### config.mk
export PLATFORM = sky130hd
export DESIGN_NAME = dreq_issue
export DESIGN_NICKNAME = d
export VERILOG_FILES = /design/src/rtl/translation_pkg.sv /design/src/rtl/dreq_align.sv /design/src/rtl/dreq_issue.sv
export SDC_FILE = /design/constraint.sdc
export NUM_CORES = 1
export LEC_CHECK = 0
export CAP_MARGIN = 20
export CORE_MARGIN = 2
export CORE_UTILIZATION = 40
export CTS_BUF_LIST = sky130_fd_sc_hd__clkbuf_2 sky130_fd_sc_hd__clkbuf_4 sky130_fd_sc_hd__clkbuf_8
export DETAILED_ROUTE_END_ITERATION = 7
export PLACE_DENSITY = 0.82
export SLEW_MARGIN = 0
export SYNTH_ARGS = -nofsm -noshare
export SYNTH_HDL_FRONTEND = slang
export SYNTH_SLANG_ARGS = --single-unit
### constraint.sdc
create_clock -name clk -period 2.1 [get_ports clk]
set_input_delay 0.63 -clock clk [delete_from_list [all_inputs] [get_ports clk]]
set_output_delay 0.63 -clock clk [all_outputs]
set_load 0.005 [all_outputs]
### src/rtl/translation_pkg.sv
// rtl/translation_pkg.sv - shared exception codes, size encoding and request/response types
package translation_pkg;

  localparam logic [4:0] EXC_MOD  = 5'd1;
  localparam logic [4:0] EXC_TLBL = 5'd2;
  localparam logic [4:0] EXC_TLBS = 5'd3;
  localparam logic [4:0] EXC_ADEL = 5'd4;
  localparam logic [4:0] EXC_ADES = 5'd5;

  typedef enum logic [1:0] {
    MSIZE_BYTE = 2'd0,
    MSIZE_HALF = 2'd1,
    MSIZE_WORD = 2'd2
  } msize_t;

  typedef enum logic [1:0] {
    ST_IDLE = 2'd0,
    ST_ADDR = 2'd1,
    ST_DATA = 2'd2
  } dstate_t;

  typedef struct packed {
    logic        valid;
    logic [31:0] paddr;
    logic        store;
    logic [3:0]  strobe;
    logic [1:0]  size;
    logic [31:0] wdata;
    logic        uncached;
  } dreq_t;

  typedef struct packed {
    logic        addr_ok;
    logic        data_ok;
    logic [31:0] rdata;
  } dresp_t;

  // The illegal size code 3 travels on the bus as a word access.
  function automatic logic [1:0] norm_size(input logic [1:0] size);
    return (size == 2'd3) ? MSIZE_WORD : size;
  endfunction

endpackage

### src/rtl/dreq_align.sv
// rtl/dreq_align.sv - byte-lane strobe, store replication, misalignment and load extension
module dreq_align
  import translation_pkg::*;
(
  input  logic [1:0]  i_addr_lo,
  input  logic [1:0]  i_size,
  input  logic        i_signed,
  input  logic [31:0] i_wdata,
  input  logic [31:0] i_rdata,
  output logic [3:0]  o_strobe,
  output logic [31:0] o_wdata,
  output logic        o_misalign,
  output logic [31:0] o_rdata
);

  logic [31:0] w_shift;

  assign w_shift = i_rdata >> {i_addr_lo, 3'b000};

  always_comb begin
    o_strobe   = 4'hF;
    o_wdata    = i_wdata;
    o_misalign = |i_addr_lo;
    o_rdata    = w_shift;
    case (i_size)
      MSIZE_BYTE: begin
        o_strobe   = 4'b0001 << i_addr_lo;
        o_wdata    = {4{i_wdata[7:0]}};
        o_misalign = 1'b0;
        o_rdata    = {{24{i_signed & w_shift[7]}}, w_shift[7:0]};
      end
      MSIZE_HALF: begin
        o_strobe   = 4'b0011 << {i_addr_lo[1], 1'b0};
        o_wdata    = {2{i_wdata[15:0]}};
        o_misalign = i_addr_lo[0];
        o_rdata    = {{16{i_signed & w_shift[15]}}, w_shift[15:0]};
      end
      default: ;
    endcase
  end

endmodule

### src/rtl/dreq_issue.sv
// rtl/dreq_issue.sv - data-side request issuer between translation and the D-cache/uncached bus
module dreq_issue
  import translation_pkg::*;
#(
  parameter int ADDR_W = 32,
  parameter int DATA_W = 32
) (
  input  logic              clk,
  input  logic              resetn,
  input  logic              req_valid,
  input  logic              req_store,
  input  logic [1:0]        req_size,
  input  logic              req_signed,
  input  logic [ADDR_W-1:0] req_vaddr,
  input  logic [DATA_W-1:0] req_wdata,
  input  logic              flush,
  input  logic [ADDR_W-1:0] tr_paddr,
  input  logic              tr_uncached,
  input  logic              tr_refill,
  input  logic              tr_invalid,
  input  logic              tr_modified,
  output logic              dreq_valid,
  output logic [ADDR_W-1:0] dreq_paddr,
  output logic              dreq_store,
  output logic [3:0]        dreq_strobe,
  output logic [1:0]        dreq_size,
  output logic [DATA_W-1:0] dreq_wdata,
  output logic              dreq_uncached,
  input  logic              dresp_addr_ok,
  input  logic              dresp_data_ok,
  input  logic [DATA_W-1:0] dresp_rdata,
  output logic              stall,
  output logic              done,
  output logic [DATA_W-1:0] rdata,
  output logic              exc_valid,
  output logic [4:0]        exc_code,
  output logic              exc_refill,
  output logic [ADDR_W-1:0] badvaddr
);

  dstate_t           r_state;
  dstate_t           w_next;
  logic              r_killed;
  logic              r_cpl;
  logic [ADDR_W-1:0] r_paddr;
  logic [1:0]        r_size;
  logic              r_store;
  logic              r_signed;
  logic              r_uncached;
  logic [3:0]        r_strobe;
  logic [DATA_W-1:0] r_wdata;
  logic              r_done;
  logic [DATA_W-1:0] r_rdata;
  logic              r_exc_valid;
  logic [4:0]        r_exc_code;
  logic              r_exc_refill;
  logic [ADDR_W-1:0] r_badvaddr;

  logic              w_accept;
  logic              w_issue;
  logic              w_exc;
  logic              w_exc_refill;
  logic [4:0]        w_exc_code;
  logic              w_complete;
  logic              w_kill;
  logic              w_req_misalign;
  logic [3:0]        w_req_strobe;
  logic [31:0]       w_req_wdata;
  logic [31:0]       w_load_data;
  logic [31:0]       w_unused_req_rdata;
  logic [3:0]        w_unused_rsp_strobe;
  logic [31:0]       w_unused_rsp_wdata;
  logic              w_unused_rsp_misalign;
  dreq_t             w_dreq;
  dresp_t            w_dresp;

  assign w_dresp.addr_ok = dresp_addr_ok;
  assign w_dresp.data_ok = dresp_data_ok;
  assign w_dresp.rdata   = dresp_rdata;

  dreq_align u_req_align (
    .i_addr_lo  (req_vaddr[1:0]),
    .i_size     (req_size),
    .i_signed   (req_signed),
    .i_wdata    (req_wdata),
    .i_rdata    (32'h0),
    .o_strobe   (w_req_strobe),
    .o_wdata    (w_req_wdata),
    .o_misalign (w_req_misalign),
    .o_rdata    (w_unused_req_rdata)
  );

  dreq_align u_rsp_align (
    .i_addr_lo  (r_paddr[1:0]),
    .i_size     (r_size),
    .i_signed   (r_signed),
    .i_wdata    (32'h0),
    .i_rdata    (w_dresp.rdata),
    .o_strobe   (w_unused_rsp_strobe),
    .o_wdata    (w_unused_rsp_wdata),
    .o_misalign (w_unused_rsp_misalign),
    .o_rdata    (w_load_data)
  );

  always_comb begin
    w_exc        = 1'b1;
    w_exc_refill = 1'b0;
    w_exc_code   = '0;
    if (w_req_misalign) begin
      w_exc_code = req_store ? EXC_ADES : EXC_ADEL;
    end else if (tr_refill) begin
      w_exc_code   = req_store ? EXC_TLBS : EXC_TLBL;
      w_exc_refill = 1'b1;
    end else if (tr_invalid) begin
      w_exc_code = req_store ? EXC_TLBS : EXC_TLBL;
    end else if (tr_modified && req_store) begin
      w_exc_code = EXC_MOD;
    end else begin
      w_exc = 1'b0;
    end
  end

  // r_cpl marks the cycle right after completion, which never takes a new request.
  assign w_accept   = (r_state == ST_IDLE) & req_valid & ~flush & ~r_cpl;
  assign w_issue    = w_accept & ~w_exc;
  assign w_complete = w_dresp.data_ok &
                      (((r_state == ST_ADDR) & w_dresp.addr_ok) | (r_state == ST_DATA));
  assign w_kill     = r_killed | flush;

  always_ff @(posedge clk or negedge resetn) begin
    if (!resetn) r_state <= ST_IDLE;
    else         r_state <= w_next;
  end

  always_comb begin
    w_next = r_state;
    case (r_state)
      ST_IDLE: if (w_issue) w_next = ST_ADDR;
      ST_ADDR: if (w_dresp.addr_ok) w_next = w_dresp.data_ok ? ST_IDLE : ST_DATA;
      ST_DATA: if (w_dresp.data_ok) w_next = ST_IDLE;
      default: w_next = ST_IDLE;
    endcase
  end

  always_comb begin
    w_dreq.valid    = (r_state == ST_ADDR);
    w_dreq.paddr    = {r_paddr[ADDR_W-1:2], 2'b00};
    w_dreq.store    = r_store;
    w_dreq.strobe   = r_strobe;
    w_dreq.size     = r_size;
    w_dreq.wdata    = r_wdata;
    w_dreq.uncached = r_uncached;
    stall           = (r_state != ST_IDLE) | w_issue;
  end

  always_ff @(posedge clk or negedge resetn) begin
    if (!resetn) begin
      r_paddr    <= '0;
      r_size     <= '0;
      r_store    <= 1'b0;
      r_signed   <= 1'b0;
      r_uncached <= 1'b0;
      r_strobe   <= '0;
      r_wdata    <= '0;
    end else if (w_issue) begin
      r_paddr    <= tr_paddr;
      r_size     <= norm_size(req_size);
      r_store    <= req_store;
      r_signed   <= req_signed;
      r_uncached <= tr_uncached;
      r_strobe   <= w_req_strobe;
      r_wdata    <= w_req_wdata;
    end
  end

  always_ff @(posedge clk or negedge resetn) begin
    if (!resetn) begin
      r_exc_valid  <= 1'b0;
      r_exc_code   <= '0;
      r_exc_refill <= 1'b0;
      r_badvaddr   <= '0;
    end else begin
      r_exc_valid <= w_accept & w_exc;
      if (w_accept & w_exc) begin
        r_exc_code   <= w_exc_code;
        r_exc_refill <= w_exc_refill;
        r_badvaddr   <= req_vaddr;
      end
    end
  end

  // A killed transaction still finishes its handshake; only its result is dropped.
  always_ff @(posedge clk or negedge resetn) begin
    if (!resetn) begin
      r_killed <= 1'b0;
      r_cpl    <= 1'b0;
      r_done   <= 1'b0;
      r_rdata  <= '0;
    end else begin
      r_cpl  <= w_complete;
      r_done <= w_complete & ~w_kill;
      if (w_complete & ~w_kill & ~r_store) r_rdata <= w_load_data;
      if (w_complete)                             r_killed <= 1'b0;
      else if (flush && (r_state != ST_IDLE))     r_killed <= 1'b1;
    end
  end

  assign dreq_valid    = w_dreq.valid;
  assign dreq_paddr    = w_dreq.paddr;
  assign dreq_store    = w_dreq.store;
  assign dreq_strobe   = w_dreq.strobe;
  assign dreq_size     = w_dreq.size;
  assign dreq_wdata    = w_dreq.wdata;
  assign dreq_uncached = w_dreq.uncached;
  assign done          = r_done;
  assign rdata         = r_rdata;
  assign exc_valid     = r_exc_valid;
  assign exc_code      = r_exc_code;
  assign exc_refill    = r_exc_refill;
  assign badvaddr      = r_badvaddr;

endmodule

==> impl_metrics.yaml, run 1 <==
status:
  status: "complete, but fails checks"
  failed_checks: "negative setup slack"
clocking:
  clk_pin_slew_ps: 80
  numCtsBuffers: 17
  cts_buffer_depth: 2
  postCtsHoldBufs: 0
  h-tree-depth: 4
  cts-root-buf: "clkbuf_8"
  cts_tree: "done"
  clock_latency_ps: 440
  clock_sinks: 147
floorplanning:
  io_pins: 288
  dieWidth_um: 136
  core_area_sq_mm: 0.0171
  die_area_sq_mm: 0.0184
  rows: 48
  die_h_um: 136
  start_util_pct: 40.6
synthesis:
  ys_warn_count: 0
  syn_area_per_cell_sq_um: 12.4
  synth_edf_count: 0
  syn_inst: 560
  synth_seq_cells: 147
  yosys-top-cells-area: "dfrtp_1 (53%), mux2_2 (13%), mux2_4 (8.6%)"
  yosys.area.top_type: "dfrtp_1"
  synth_top_area_share_pct: 52.9
  async_flop_share_pct: 100
  synth_cell_types: 42
  seq_area_frac_synth_pct: 52.9
  synth_ff_type: "dfrtp_1"
  syn-cell-area_sq_mm: 0.00695
finish:
  nNetsFinal: 986
  drive_gt1_share_pct: 24.4
  syn2layout_area_growth_pct: 51.2
  fillerInstances: 1394
  final_cell_mix: "clkdlybuf4s50_1 (276), dfrtp_1 (147), mux2_2 (81), a21oi_1 (52), nor2_1 (42)"
  final_common_cell: "clkdlybuf4s50_1"
timing:
  rsz0062_at_grt: "yes"
  min_period_over_period_pct: 109
  finalHoldViolations: 0
  setup_ws_ps: -180
  fin_skew_ps: 8.17
  setup_viol: 1
  fin_tns_setup_ps: -180
  fin_crit_ps: 2280
  fmax_mhz: 439
  holdWs_ps: 27.7
  slew_viol_final: 0
setup_path:
  cp.required_ps: 1470
  cp_cell_sequence: "clkdlybuf4s50_1 > nand2_1 > and2_4 > nand3_4 > nand2b_4 > buf_6"
  cp_top_family: "buffers and inverters"
  critical-path-slowest-cell: "clkdlybuf4s50_1"
  cp-end-kind: "primary output"
  critical_path_peak_fanout: 2
  cpPeakStageDelay_ps: 510
  startpoint_type: "input port"
  path_class: "in2out"
  cp.arrival_ps: 1650
  cp_num_buf_inv: 2
pwr:
  powerDensity_mw_per_mm2: 889
  p_leak_nw: 4.74
  p_total_w: 0.00934
  vdd_drop_max_uv: 526
placed_design:
  dpl.hpwl_mm: 13.7
  place_ws_ps: -838
  io_buffers: 283
  globalplace.congestion: 0.808
global_route:
  grt.overflow.total: 0
  grt_pass1_vias: 5523
  grtUsageTotal_pct: 20.6
  antenna_found_initial: 1
  grt_pass1_wl_mm: 29.5
  grt_max_degree: 51
routing:
  routed_wl_mm: 18.7
  via_count: 5273
  drc: 0
  first_iter_violations: 268
  wl_per_cell_um: 17.3
  drtPass1Iterations: 5
  ant_nets: 0
  vias_per_cell: 4.87
flow_run:
  max_cap_violations: 0
worst_hold_path:
  hp-class: "in2async"
==> final timing paths <==
kind                       cells after the start              to  slack, ps        start
min in group clk                               2        rdata[7]        480     rdata[7]
hold / removal                                 1    badvaddr[24]         30       resetn
max in group asynchronous                      2     badvaddr[8]       1500       resetn
hold reg to reg                                2        rdata[7]        480     rdata[7]
setup / recovery                               6           stall       -180  tr_modified
setup reg to reg                               6  dreq_wdata[12]        220   r_state[0]
==> cell usage after synthesis (8+ instances only) <==
library cell / number
mux2i_1: 24
and2_1: 9
nand2_1: 24
o21ai_0: 29
dfrtp_1: 147
a21oi_1: 52
buf_2: 9
buf_4: 34
mux2_4: 40
nor2_1: 44
clkbuf_1: 8
mux2_2: 81
==> report_power, final <==
group	internal, W	total (W)	switching, W
Combinational	0.00213	0.00321	0.00108
Clock	0.00116	0.00228	0.00112
Sequential	0.00348	0.00386	0.000382
Total	0.00677	0.00934	0.00257
==> cell type report <==
cell class,count,area [sq um],share of cell area [%]
Multi-Input combinational cell,348,2880,27.4
Antenna cell,1,2.50,0.0238
Sequential cell,147,3680,35.0
Clock buffer,17,234,2.23
Clock inverter,14,164,1.56
Tap cell,225,282,2.68
Inverter,7,26.3,0.250
Timing Repair Buffer,323,3240,30.8
==> stage by stage <==
step,utilization (%),instances,instance area [sq um]
5_1_grt,61.4,1082,10500
2_1_floorplan,-,563,6980
3_5_place_dp,58.7,1046,10000
3_3_place_gp,58.7,1046,10000
6_report,61.4,1082,10500
4_1_cts,61.4,1080,10500
==> metal layers <==
metal  vias to the layer above  wire (um)  track usage (%)
li1                       2492          -                -
met1                      2552       7670             25.0
met2                       199       9250             35.1
met3                        30       1320             5.78
met4                         0        444             7.58
met5                         -          0                0
==> flip-flops by register name, summed over array words and instances (netlist names), 2 cells and up <==
register,count
dreq_size,2
badvaddr,32
r_paddr,32
r_state,2
dreq_wdata,32
rdata,32
dreq_strobe,4
exc_code,3
==> kinds of logic after synthesis <==
group	after synthesis	synth area share [%]
AOI/OAI and AO/OA	95	7.70
buffers and inverters	68	6.43
DFF	147	52.9
muxes	150	26.2
other	1	0.0540
and+or+nand+nor	99	6.70
==> what timing repair did <==
item | in CTS | in global routing
buffers inserted | 2 | 1
endpoints found under the hold margin | 0 | 0
gates resized for setup | 19 | 2
setup endpoints to repair | 68 | 3
cloned | 1 | 0
pin swaps | 4 | 1
No activity file was read; power rests on OpenSTA's default activity.
==> inputs of run 2 (changes only) <==
- CORE_ASPECT_RATIO: default -> 1.75
==> run 2 against run 1 <==
Effect of this change: critical endpoint unchanged; sequential power is essentially flat; the flow still finishes with violations (negative setup slack); critical path type unchanged; hold slack gained 83 ps; combinational power grew 2%; maximum frequency shrank 0.35%.
==> impl_metrics.yaml, run 2 (synthesis results as in run 1) <==
setup_path:
  startpoint_type: "input port"
  cp.required_ps: 1470
  cpPeakStageDelay_ps: 510
  critical_path_peak_fanout: 2
  cp.arrival_ps: 1660
  cp-end-kind: "primary output"
  path_class: "in2out"
  reg2regPathDepth: 6
  cp_cell_sequence: "clkdlybuf4s50_1 > nand2_1 > and2_4 > nand3_4 > nand2b_4 > buf_6"
  critical-path-slowest-cell: "clkdlybuf4s50_1"
global_route:
  grt_max_degree: 47
  antenna_found_initial: 0
  grt.overflow.total: 0
  grt_pass1_wl_mm: 31.1
  grtUsageTotal_pct: 22.1
  grt_pass1_vias: 5744
floorplanning:
  die_area_sq_mm: 0.0185
  core_area_sq_mm: 0.0169
  start_util_pct: 41.0
  die_h_um: 178
  io_pins: 288
  rows: 63
  dieWidth_um: 104
clocking:
  h-tree-depth: 4
  cts_buffer_depth: 2
  clk_pin_slew_ps: 80
  clock_sinks: 147
  cts-root-buf: "clkbuf_8"
  numCtsBuffers: 17
  clock_latency_ps: 440
  cts_tree: "done"
placed_design:
  dpl.hpwl_mm: 15.0
  globalplace.congestion: 0.835
  io_buffers: 283
  place_area_sq_mm: 0.0100
  place_ws_ps: -931
  dp_cells: 1049
routing:
  drc: 0
  drtPass1Iterations: 4
  ant_nets: 0
  wl_per_cell_um: 18.5
  via_count: 5363
  first_iter_violations: 182
  vias_per_cell: 4.94
  routed_wl_mm: 20.1
finish:
  syn2layout_area_growth_pct: 51.6
  fillerInstances: 1348
  design_area_sq_mm: 0.0105
  final_common_cell: "clkdlybuf4s50_1"
  final_cell_mix: "clkdlybuf4s50_1 (274), dfrtp_1 (147), mux2_2 (81), a21oi_1 (52), nor2_1 (44)"
  nNetsFinal: 987
  instances_no_fill: 1086
  drive_gt1_share_pct: 24.4
timing:
  fin_tns_setup_ps: -188
  fin_skew_ps: 11.0
  finalHoldViolations: 0
  holdWs_ps: 111
  slew_headroom_pct: 60.4
  setup_viol: 1
  fin_crit_ps: 2290
  slew_viol_final: 0
  tightest_slew_ps: 592
  setup_ws_ps: -188
  min_period_over_period_pct: 109
  fmax_mhz: 437
  rsz0062_at_grt: "yes"
pwr:
  powerDensity_mw_per_mm2: 903
  vdd_drop_max_uv: 512
  p_leak_nw: 4.77
flow_run:
  max_cap_violations: 0
status:
  status: "complete, but fails checks"
  failed_checks: "negative setup slack"
worst_hold_path:
  hp-class: "in2async"
## run 2: changes by cell type in the layout (fill, tap and decap cells not counted), sizes merged, moves of 2 or more
cell           before  now
clkdlybuf4s50     276  274
clkbuf             17   22
clkinv              7    2
inv                 8   10
## run 2: routing by layer
layer,share of wire [%],vias to the layer above,track usage [%]
met3,5.3,53,6.07
met5,0,-,0
met4,4.5,0,11.7
met1,37,2583,23.5
met2,53,227,39.9
li1,-,2500,-
## run 2: path summary, 6_finish.rpt
kind | slack, ps | end | startpoint
min | 110 | badvaddr[20] | resetn
max | -190 | stall | tr_modified
max in group asynchronous | 1340 | rdata[30] | resetn
min reg2reg | 460 | done | r_killed
min in group clk | 460 | done | r_killed
max reg2reg | 200 | dreq_strobe[3] | r_state[0]
## run 2: power breakdown
group	switching, W	internal [W]
sequential	0.000394	0.00348
combinational	0.00113	0.00213
clock	0.00111	0.00127
total	0.00263	0.00688
## run 2: cell type report
cell class | instances | area [sq um] | area share [%]
Tap cell | 227 | 284 | 2.70
Clock inverter | 10 | 149 | 1.41
Multi-Input combinational cell | 348 | 2870 | 27.2
Inverter | 7 | 26.3 | 0.249
Clock buffer | 21 | 277 | 2.62
Timing Repair Buffer | 324 | 3250 | 30.8
Antenna cell | 2 | 5.00 | 0.0475
Sequential cell | 147 | 3680 | 34.9
## run 2: critical path: cells and delay by family
| kind | cells | cell delay, ps |
|---|---|---|
| buf+inv | 2 | 630 |
| simple gates | 4 | 400 |
## run 2: what timing repair did
action	in CTS	in global routing
cloned	1	0
gates resized for setup	20	3
endpoints found under the setup margin	63	28
hold buffers	0	0
pin swaps	4	2
buffers inserted	2	1
hold endpoints to repair	0	0
## run 2: stage by stage
step	total power, W	utilization [%]
3_3_place_gp	0.00709	59.3
6_report	0.00951	62.2
3_5_place_dp	0.00718	59.3
4_1_cts	0.00962	62.1
2_1_floorplan	0.00533	-
5_1_grt	0.00999	62.1
